[config.mk]
export PLATFORM = sky130hd
export DESIGN_NAME = key_event_gen
export DESIGN_NICKNAME = d
export VERILOG_FILES = /design/src/rtl/key_event_gen.sv
export SDC_FILE = /design/constraint.sdc
export NUM_CORES = 1
export LEC_CHECK = 0
export BUFFER_PORTS_ARGS = -buffer_cell sky130_fd_sc_hd__buf_2
export CORE_AREA = 2 2 39 41
export DETAILED_ROUTE_END_ITERATION = 10
export DIE_AREA = 0 0 41 43
export GPL_ROUTABILITY_DRIVEN = 0
export GPL_TIMING_DRIVEN = 0
export PLACE_DENSITY_LB_ADDON = 0.1
export SYNTH_ARGS = -nofsm -noshare
export SYNTH_HDL_FRONTEND = slang
export SYNTH_SLANG_ARGS = --single-unit
export TNS_END_PERCENT = 20
[constraint.sdc]
create_clock -name clk -period 1.3 [get_ports clk]
set_clock_uncertainty 0.2 [all_clocks]
set_input_delay 0.26 -clock clk [delete_from_list [all_inputs] [get_ports clk]]
set_output_delay 0.26 -clock clk [all_outputs]
set_load 0.02 [all_outputs]
[src/rtl/key_event_gen.sv]
// key_event_gen: held-key levels to press/auto-repeat events on a valid/ready port; define KEY_AUTOREPEAT_EN to enable auto-repeat
module key_event_gen #(
    parameter int DELAY_CYC  = 50_000_000,
    parameter int REPEAT_CYC = 10_000_000
) (
    input  logic       clk,
    input  logic       rstn,
    input  logic       up,
    input  logic       down,
    input  logic       left,
    input  logic       right,
    input  logic       enter,
    output logic       evt_valid,
    input  logic       evt_ready,
    output logic [2:0] evt_code,
    output logic       evt_rpt,
    output logic       evt_drop
);
    typedef enum logic [1:0] {IDLE, HOLD, DELAY, REPEAT} state_t;

    state_t     state, state_n;
    logic [4:0] key_s, key_q, press;
    logic [2:0] trk, trk_n, new_code, emit_code;
    logic       held, emit, emit_rpt;

    if (DELAY_CYC < 2 || REPEAT_CYC < 2) begin : g_param_check
        $error("key_event_gen: DELAY_CYC and REPEAT_CYC must be >= 2");
    end

`ifdef KEY_AUTOREPEAT_EN
    localparam int CW = $clog2(DELAY_CYC > REPEAT_CYC ? DELAY_CYC : REPEAT_CYC) + 1;
    localparam logic [CW-1:0] D_LAST = CW'(DELAY_CYC - 1);
    localparam logic [CW-1:0] R_LAST = CW'(REPEAT_CYC - 1);
    logic [CW-1:0] cnt, cnt_n;
    logic          cnt_hit;
    assign cnt_hit = (state == DELAY && cnt == D_LAST) || (state == REPEAT && cnt == R_LAST);
`endif

    // key bits are ordered by event code minus one: up, down, left, right, enter
    assign press    = key_s & ~key_q;
    assign new_code = press[4] ? 3'd5 : press[0] ? 3'd1 : press[1] ? 3'd2 :
                      press[2] ? 3'd3 : press[3] ? 3'd4 : 3'd0;
    assign held     = key_s[trk - 3'd1];

    // register the key levels, then delay once more for rising-edge detection
    always_ff @(posedge clk) begin
        if (!rstn) begin
            key_s <= '0;
            key_q <= '0;
        end else begin
            key_s <= {enter, right, left, down, up};
            key_q <= key_s;
        end
    end

    // FSM state, tracked key and repeat counter
    always_ff @(posedge clk) begin
        if (!rstn) begin
            state <= IDLE;
            trk   <= '0;
`ifdef KEY_AUTOREPEAT_EN
            cnt   <= '0;
`endif
        end else begin
            state <= state_n;
            trk   <= trk_n;
`ifdef KEY_AUTOREPEAT_EN
            cnt   <= cnt_n;
`endif
        end
    end

    // a fresh press always retracks; otherwise release returns to IDLE before any repeat can fire
    always_comb begin
        state_n = state;
        trk_n   = trk;
`ifdef KEY_AUTOREPEAT_EN
        cnt_n   = cnt + 1'b1;
        if (new_code != 3'd0) begin
            state_n = (new_code == 3'd5) ? HOLD : DELAY;
            trk_n   = new_code;
            cnt_n   = '0;
        end else if (state != IDLE && !held) begin
            state_n = IDLE;
        end else if (cnt_hit) begin
            state_n = REPEAT;
            cnt_n   = '0;
        end
`else
        if (new_code != 3'd0) begin
            state_n = HOLD;
            trk_n   = new_code;
        end else if (state == HOLD && !held) begin
            state_n = IDLE;
        end
`endif
    end

    // event generated this cycle: a fresh press, or a repeat of the tracked key when its timer expires
    always_comb begin
`ifdef KEY_AUTOREPEAT_EN
        emit_rpt  = new_code == 3'd0 && held && cnt_hit;
`else
        emit_rpt  = 1'b0;
`endif
        emit      = new_code != 3'd0 || emit_rpt;
        emit_code = emit_rpt ? trk : new_code;
    end

    // output holding register: load when free or being accepted, otherwise drop the new event
    always_ff @(posedge clk) begin
        if (!rstn) begin
            evt_valid <= 1'b0;
            evt_code  <= '0;
            evt_rpt   <= 1'b0;
            evt_drop  <= 1'b0;
        end else begin
            evt_drop <= emit && evt_valid && !evt_ready;
            if (emit && (!evt_valid || evt_ready)) begin
                evt_valid <= 1'b1;
                evt_code  <= emit_code;
                evt_rpt   <= emit_rpt;
            end else if (evt_ready) begin
                evt_valid <= 1'b0;
                evt_code  <= '0;
                evt_rpt   <= 1'b0;
            end
        end
    end
endmodule

==> results of run 1 <==
## state kept, by name, indices dropped and copies added, names as in the netlist
signal,count
key_q,5
key_s,5
evt_code,3
evt_drop,1
evt_valid,1
## per-layer routing
| metal | vias to the layer above | GRT usage (%) | share of wire, % | routed length [um] |
|---|---|---|---|---|
| met5 | - | 0 | 0 | 0 |
| met4 | 0 | 2.00 | 0 | 0 |
| met3 | 0 | 9.42 | 6.4 | 52 |
| met2 | 12 | 17.2 | 46 | 374 |
| met1 | 162 | 13.1 | 47 | 381 |
| li1 | 219 | - | - | - |
## cell families after synthesis
| kind of cell | Yosys count |
|---|---|
| AND/OR/NAND/NOR | 25 |
| flip-flops | 15 |
| AO/OA/AOI/OAI | 9 |
| buffers and inverters | 4 |
| other | 1 |
## power by group through the flow
stage               sequential [uW]  combinational, uW  clock (uW)
global route                    502                140         290
floorplan                       524               69.0           0
detailed placement              510                117           0
finish                          499                126         249
global placement                509                117           0
CTS                             499                129         264
## layout make-up
| class | instances | area [um^2] | area share, % |
|---|---|---|---|
| Buffer | 2 | 11.3 | 1.54 |
| Clock buffer | 3 | 22.5 | 3.09 |
| Clock inverter | 1 | 5.00 | 0.686 |
| Inverter | 2 | 7.51 | 1.03 |
| Multi-Input combinational cell | 35 | 251 | 34.5 |
| Sequential cell | 15 | 302 | 41.3 |
| Tap cell | 16 | 20.0 | 2.74 |
| Timing Repair Buffer | 17 | 110 | 15.1 |
## how the worst min path moves through the flow
stage                   from  endpoint  slack, ps  cells after the start
floorplan               rstn  key_q[3]        190                      1
global placement    key_s[3]  key_q[3]        230                      1
detailed placement  key_s[3]  key_q[3]        230                      1
CTS                     rstn  key_q[3]         70                      2
global route            rstn  key_q[3]         80                      2
finish                  rstn  key_q[3]         80                      2
## cells in the mapped netlist
| cell type | count |
|---|---|
| dfxtp_1 | 15 |
| and2_1 | 9 |
| nand2_1 | 4 |
| nand2b_1 | 3 |
| a31oi_1 | 2 |
| inv_1 | 2 |
| nor2b_2 | 2 |
| nor2b_4 | 2 |
| o21a_1 | 2 |
| o22ai_1 | 2 |
| a21oi_1 | 1 |
| a21oi_4 | 1 |
| and2_2 | 1 |
| and3_1 | 1 |
| buf_4 | 1 |
| clkbuf_1 | 1 |
| conb_1 | 1 |
| nor2b_1 | 1 |
| nor3_1 | 1 |
| nor3_4 | 1 |
| o211a_1 | 1 |
## cell usage in the layout (no fill, tap or decap), types with 2 or more instances in the layout
master         count
a31oi_1            2
and2_1             9
buf_2             12
clkbuf_4           3
dfxtp_1           14
dlygate4sd3_1      5
inv_1              2
nand2_1            4
nand2b_1           3
nor2b_2            2
nor2b_4            2
o21a_1             2
o22ai_1            2
## through the flow
stage	hold WS (ps)	cell area, um^2	power, uW	util [%]
after global placement	227	651	626	47.0
after global routing	81.1	729	932	52.7
final	76.2	729	874	52.7
after detailed placement	233	651	627	47.0
after CTS	74.8	728	892	52.6
after floorplan	187	571	593	-
## timing repair
action | 4_1_cts | 5_1_grt
gates resized for setup | 0 | 1
hold buffers | 5 | 0
endpoints found under the hold margin | 5 | 0
endpoints found under the setup margin | 0 | 2
==> flow_metrics.py, run 1 <==
metrics = {
    "drt": {
        "vias": 393,
        "wl_per_cell_um": 8.88,
        "drt-total-wl_um": 808,
        "drtAntennaViolNets": 0,
        "drc": 0,
        "firstDrtPassIters": 4,
        "drtIter0Drc": 3,
        "drt-vias-per-instance": 4.32,
    },
    "cts": {
        "ctsLongestPathBuffers": 2,
        "cts_tree": "built",
        "cts_buffers": 3,
        "cts_sinks": 15,
        "cts_root_buffer": "clkbuf_4",
        "cts_setup_buffers": 0,
        "insertion_delay_ps": 270,
        "path_clk_slew_ps": 80,
        "htreeDepth": 1,
    },
    "logic_synthesis": {
        "yosysTopAreaCellShare_pct": 52.6,
        "yosys.area_share.simple_pct": 30.9,
        "seq_area_frac_synth_pct": 52.6,
        "netlist.top_cell.by_area": "dfxtp_1",
        "synth_mux_area_share_pct": 0,
        "syn_avg_cell_area_um2": 10.6,
        "ys_warn_count": 0,
        "synth-compound-area-share_pct": 12.5,
        "synth_fa_ha_area_share_pct": 0,
        "syn-cell-area_um2": 571,
        "yosys-top-cells-area": "dfxtp_1, and2_1, nor2b_4",
        "synth.distinct_cells": 21,
        "syn_inst": 54,
        "synth_xor_area_share_pct": 0,
        "ys_ff_latch": 15,
        "synth_top_family_by_area": "simple AND/OR/NAND/NOR gates",
        "syn_nets": 62,
    },
    "power": {
        "power.leakage_uw": 0.000336,
        "swShare_pct": 24.0,
        "p_clk_share_pct": 28.5,
        "powerDensity_nw_per_um2": 1200,
        "p_int_uw": 665,
        "p_comb_share_pct": 14.5,
        "p_seq_share_pct": 57.1,
        "p_sw_uw": 210,
        "vdd_ir_drop_max_mv": 0.823,
    },
    "layout": {
        "n_fill_cell": 134,
        "fin_cells": 91,
        "n_antenna_cell": 0,
        "drive_gt1_share_pct": 33.3,
        "nets": 84,
        "area_growth_pct": 27.9,
    },
    "critical_path": {
        "rrSetupSlack_ps": 40,
        "crit_fanout": 4,
        "critPathCaptureType": "flip-flop",
        "critPathMaxStageDelay_ps": 330,
        "cp.depth": 4,
        "required_ps": 1260,
        "path_delay_family": "compound AO/OA/AOI/OAI gates",
        "worst_path_max_delay_cell": "dfxtp_1",
        "cp-start-kind": "flip-flop",
        "r2r-start": "key_s[2]",
        "crit_path_start": "key_s[2]",
        "ff2ff_path_depth": 4,
        "crit_arrival_ps": 1220,
        "crit_path_end": "evt_code[0]",
        "cp_cell_sequence": "nor2b_2 > a21oi_4 > a31oi_1 > o22ai_1",
        "r2r_end": "evt_code[0]",
        "worst-setup-path-type": "flip-flop to flip-flop",
        "crit_buf_inv": 0,
    },
    "sta": {
        "rsz0062_at_grt": "yes",
        "hold_violations": 0,
        "setup_viol": 0,
        "slew_violations": 0,
        "fmax_mhz": 796,
        "period_minus_slack_ps": 1260,
        "tns_ps": 0,
        "fin_ws_ps": 43.0,
        "layout_worst_path_cycle_share_pct": 96.7,
    },
    "hold_path": {
        "hp-class": "primary input to flip-flop",
    },
    "global_route": {
        "grt_max_degree": 11,
        "grt_pass1_wl_um": 1350,
        "grt_pass1_vias": 373,
        "grt_util_all_layers_pct": 11.7,
        "antenna_found_initial": 0,
        "grt_overflow": 0,
    },
    "job": {
        "maxCapViolCount": 0,
    },
    "status": {
        "status": "complete, no violations",
    },
    "floorplanning": {
        "io_pins": 14,
        "fp.dieW_um": 41,
        "start_util_pct": 41.2,
        "rows": 14,
        "core_um2": 1380,
        "fp.dieArea_um2": 1760,
        "die_y_um": 43,
    },
    "placement": {
        "port_buffers": 12,
        "dp.cells": 82,
        "dp_slack_ps": 64.5,
        "place.detailed.hpwl_um": 601,
    },
}
No activity file was read; power rests on OpenSTA's default activity.
==> run 2: changes to the inputs <==
--- a/config.mk
+++ b/config.mk
@@ -12,6 +12,7 @@
 export GPL_ROUTABILITY_DRIVEN = 0
 export GPL_TIMING_DRIVEN = 0
 export PLACE_DENSITY_LB_ADDON = 0.1
+export REMOVE_ABC_BUFFERS = 1
 export SYNTH_ARGS = -nofsm -noshare
 export SYNTH_HDL_FRONTEND = slang
 export SYNTH_SLANG_ARGS = --single-unit
==> run 2 against run 1 <==
Compared with the run above:
- sequential share of layout area down 0.42 points
- non-clock buffer count down 2
- setup slack better by 12 ps
- largest cell class unchanged
- cell count down 2.2%
- via count up 2.0%
- design area up 1.0%
- utilization up 0.54 points
- critical path depth down 3
- clock-buffer cell count unchanged
- register-to-register slack about the same
- fmax up 0.96%
- sequential power about the same
==> flow_metrics.py, run 2 (synthesis results as in run 1) <==
metrics = {
    "status": {
        "status": "complete, no violations",
    },
    "global_route": {
        "grt_max_degree": 17,
        "grt_util_all_layers_pct": 13.1,
        "grt_overflow": 0,
        "grt_pass1_vias": 373,
        "antenna_found_initial": 0,
        "grt_pass1_wl_um": 1510,
    },
    "drt": {
        "maxUsedRoutingLayer": "met4",
        "wl_per_cell_um": 9.98,
        "wl_met2_um": 402,
        "drt-vias-per-instance": 4.51,
        "vias": 401,
        "drt-total-wl_um": 888,
        "drc": 0,
        "routedLengthMet1_um": 417,
        "drtIter0Drc": 1,
        "drtAntennaViolNets": 0,
        "wl_met3_um": 39,
        "firstDrtPassIters": 3,
    },
    "critical_path": {
        "worst-setup-path-type": "flip-flop to output port",
        "critPathMaxStageDelay_ps": 340,
        "path_delay_family": "flip-flops",
        "crit_fanout": 3,
        "critPathCaptureType": "output port",
        "crit_path_end": "evt_valid",
        "crit_buf_inv": 1,
        "worst_path_max_delay_cell": "dfxtp_1",
        "rrSetupSlack_ps": 50,
        "cp.depth": 1,
        "ff2ff_path_depth": 4,
        "r2r-start": "key_s[3]",
        "crit_path_start": "evt_valid",
        "required_ps": 840,
        "cp_cell_sequence": "buf_2",
        "cp-start-kind": "flip-flop",
        "crit_arrival_ps": 790,
        "r2r_end": "evt_code[1]",
    },
    "power": {
        "powerDensity_nw_per_um2": 1210,
        "power.leakage_uw": 0.000331,
        "vdd_ir_drop_max_mv": 0.568,
    },
    "cts": {
        "cts_buffers": 3,
        "cts_root_buffer": "clkbuf_4",
        "path_clk_slew_ps": 80,
        "ctsLongestPathBuffers": 2,
        "insertion_delay_ps": 280,
        "cts_sinks": 15,
        "cts_tree": "built",
        "htreeDepth": 1,
    },
    "layout": {
        "n_fill_cell": 135,
        "regArea_um2": 302,
        "nets": 82,
        "final_common_cell": "dfxtp_1",
        "largestRegisters": "key_q x5, key_s x5, evt_code x3",
        "n_antenna_cell": 0,
        "area_growth_pct": 29.2,
        "drive_gt1_share_pct": 37.0,
        "fin_cells": 89,
        "final_cell_mix": "dfxtp_1, buf_2, and2_1, dlygate4sd3_1, nand2_1",
        "final_area_um2": 737,
        "multiInputGateArea_um2": 270,
    },
    "floorplanning": {
        "rows": 14,
        "fp.dieArea_um2": 1760,
        "start_util_pct": 41.2,
        "fp.dieW_um": 41,
        "core_um2": 1380,
        "die_y_um": 43,
        "io_pins": 14,
    },
    "sta": {
        "period_minus_slack_ps": 1250,
        "rsz0062_at_grt": "yes",
        "hold_violations": 0,
        "fmax_mhz": 803,
        "setup_viol": 0,
        "layout_worst_path_cycle_share_pct": 95.8,
        "slew_violations": 0,
    },
    "placement": {
        "placed_area_um2": 639,
        "port_buffers": 12,
        "dp.cells": 80,
        "place.detailed.hpwl_um": 625,
    },
    "hold_path": {
        "hp-class": "primary input to flip-flop",
    },
    "job": {
        "maxCapViolCount": 0,
    },
}
-- run 2: changes by cell type in the layout (fill, tap and decap cells not counted), sizes merged --
cell    delta
buf        -1
clkbuf     -1
-- run 2: power by group --
part	internal (uW)	switching, uW	total (uW)
sequential	486	14.0	500
clock	114	146	260
combinational	66.0	64.4	130
total	666	224	891
-- run 2: worst min path at each step --
| stage | from | endpoint | depth (start not counted) |
|---|---|---|---|
| after floorplan | rstn | evt_valid | 1 |
| after global placement | key_s[2] | key_q[2] | 1 |
| after detailed placement | key_s[2] | key_q[2] | 1 |
| after CTS | rstn | evt_code[1] | 2 |
| after global routing | rstn | evt_code[1] | 2 |
| final | rstn | evt_code[1] | 2 |
-- run 2: layout make-up --
type | count | share of cell area [%]
Sequential cell | 15 | 40.9
Multi-Input combinational cell | 35 | 36.7
Timing Repair Buffer | 17 | 14.9
Clock buffer | 3 | 3.06
Tap cell | 16 | 2.72
Inverter | 2 | 1.02
Clock inverter | 1 | 0.679
-- run 2: per-layer routing --
layer,up-vias,track usage (%)
met2,11,19.7
met3,4,3.14
met4,0,10.0
met5,-,0
li1,216,-
met1,170,15.1
-- run 2: repair_timing --
item | CTS | global route
endpoints found under the hold margin | 5 | 0
setup buffers | 0 | 0
hold buffers | 5 | 0
gates resized for setup | 0 | 5
endpoints found under the setup margin | 0 | 4
-- run 2: through the flow --
step                      TNS (ps)  hold WS, ps  utilization [%]  setup WS [ps]  total power (uW)
after floorplan                  0          177                -           62.5               588
after global placement           0          225             46.2           69.6               622
after detailed placement         0          238             46.2           65.3               625
after CTS                        0          118             51.8           30.9               900
after global routing         -18.4          142             53.3          -9.89               938
final                            0          127             53.3           54.9               891
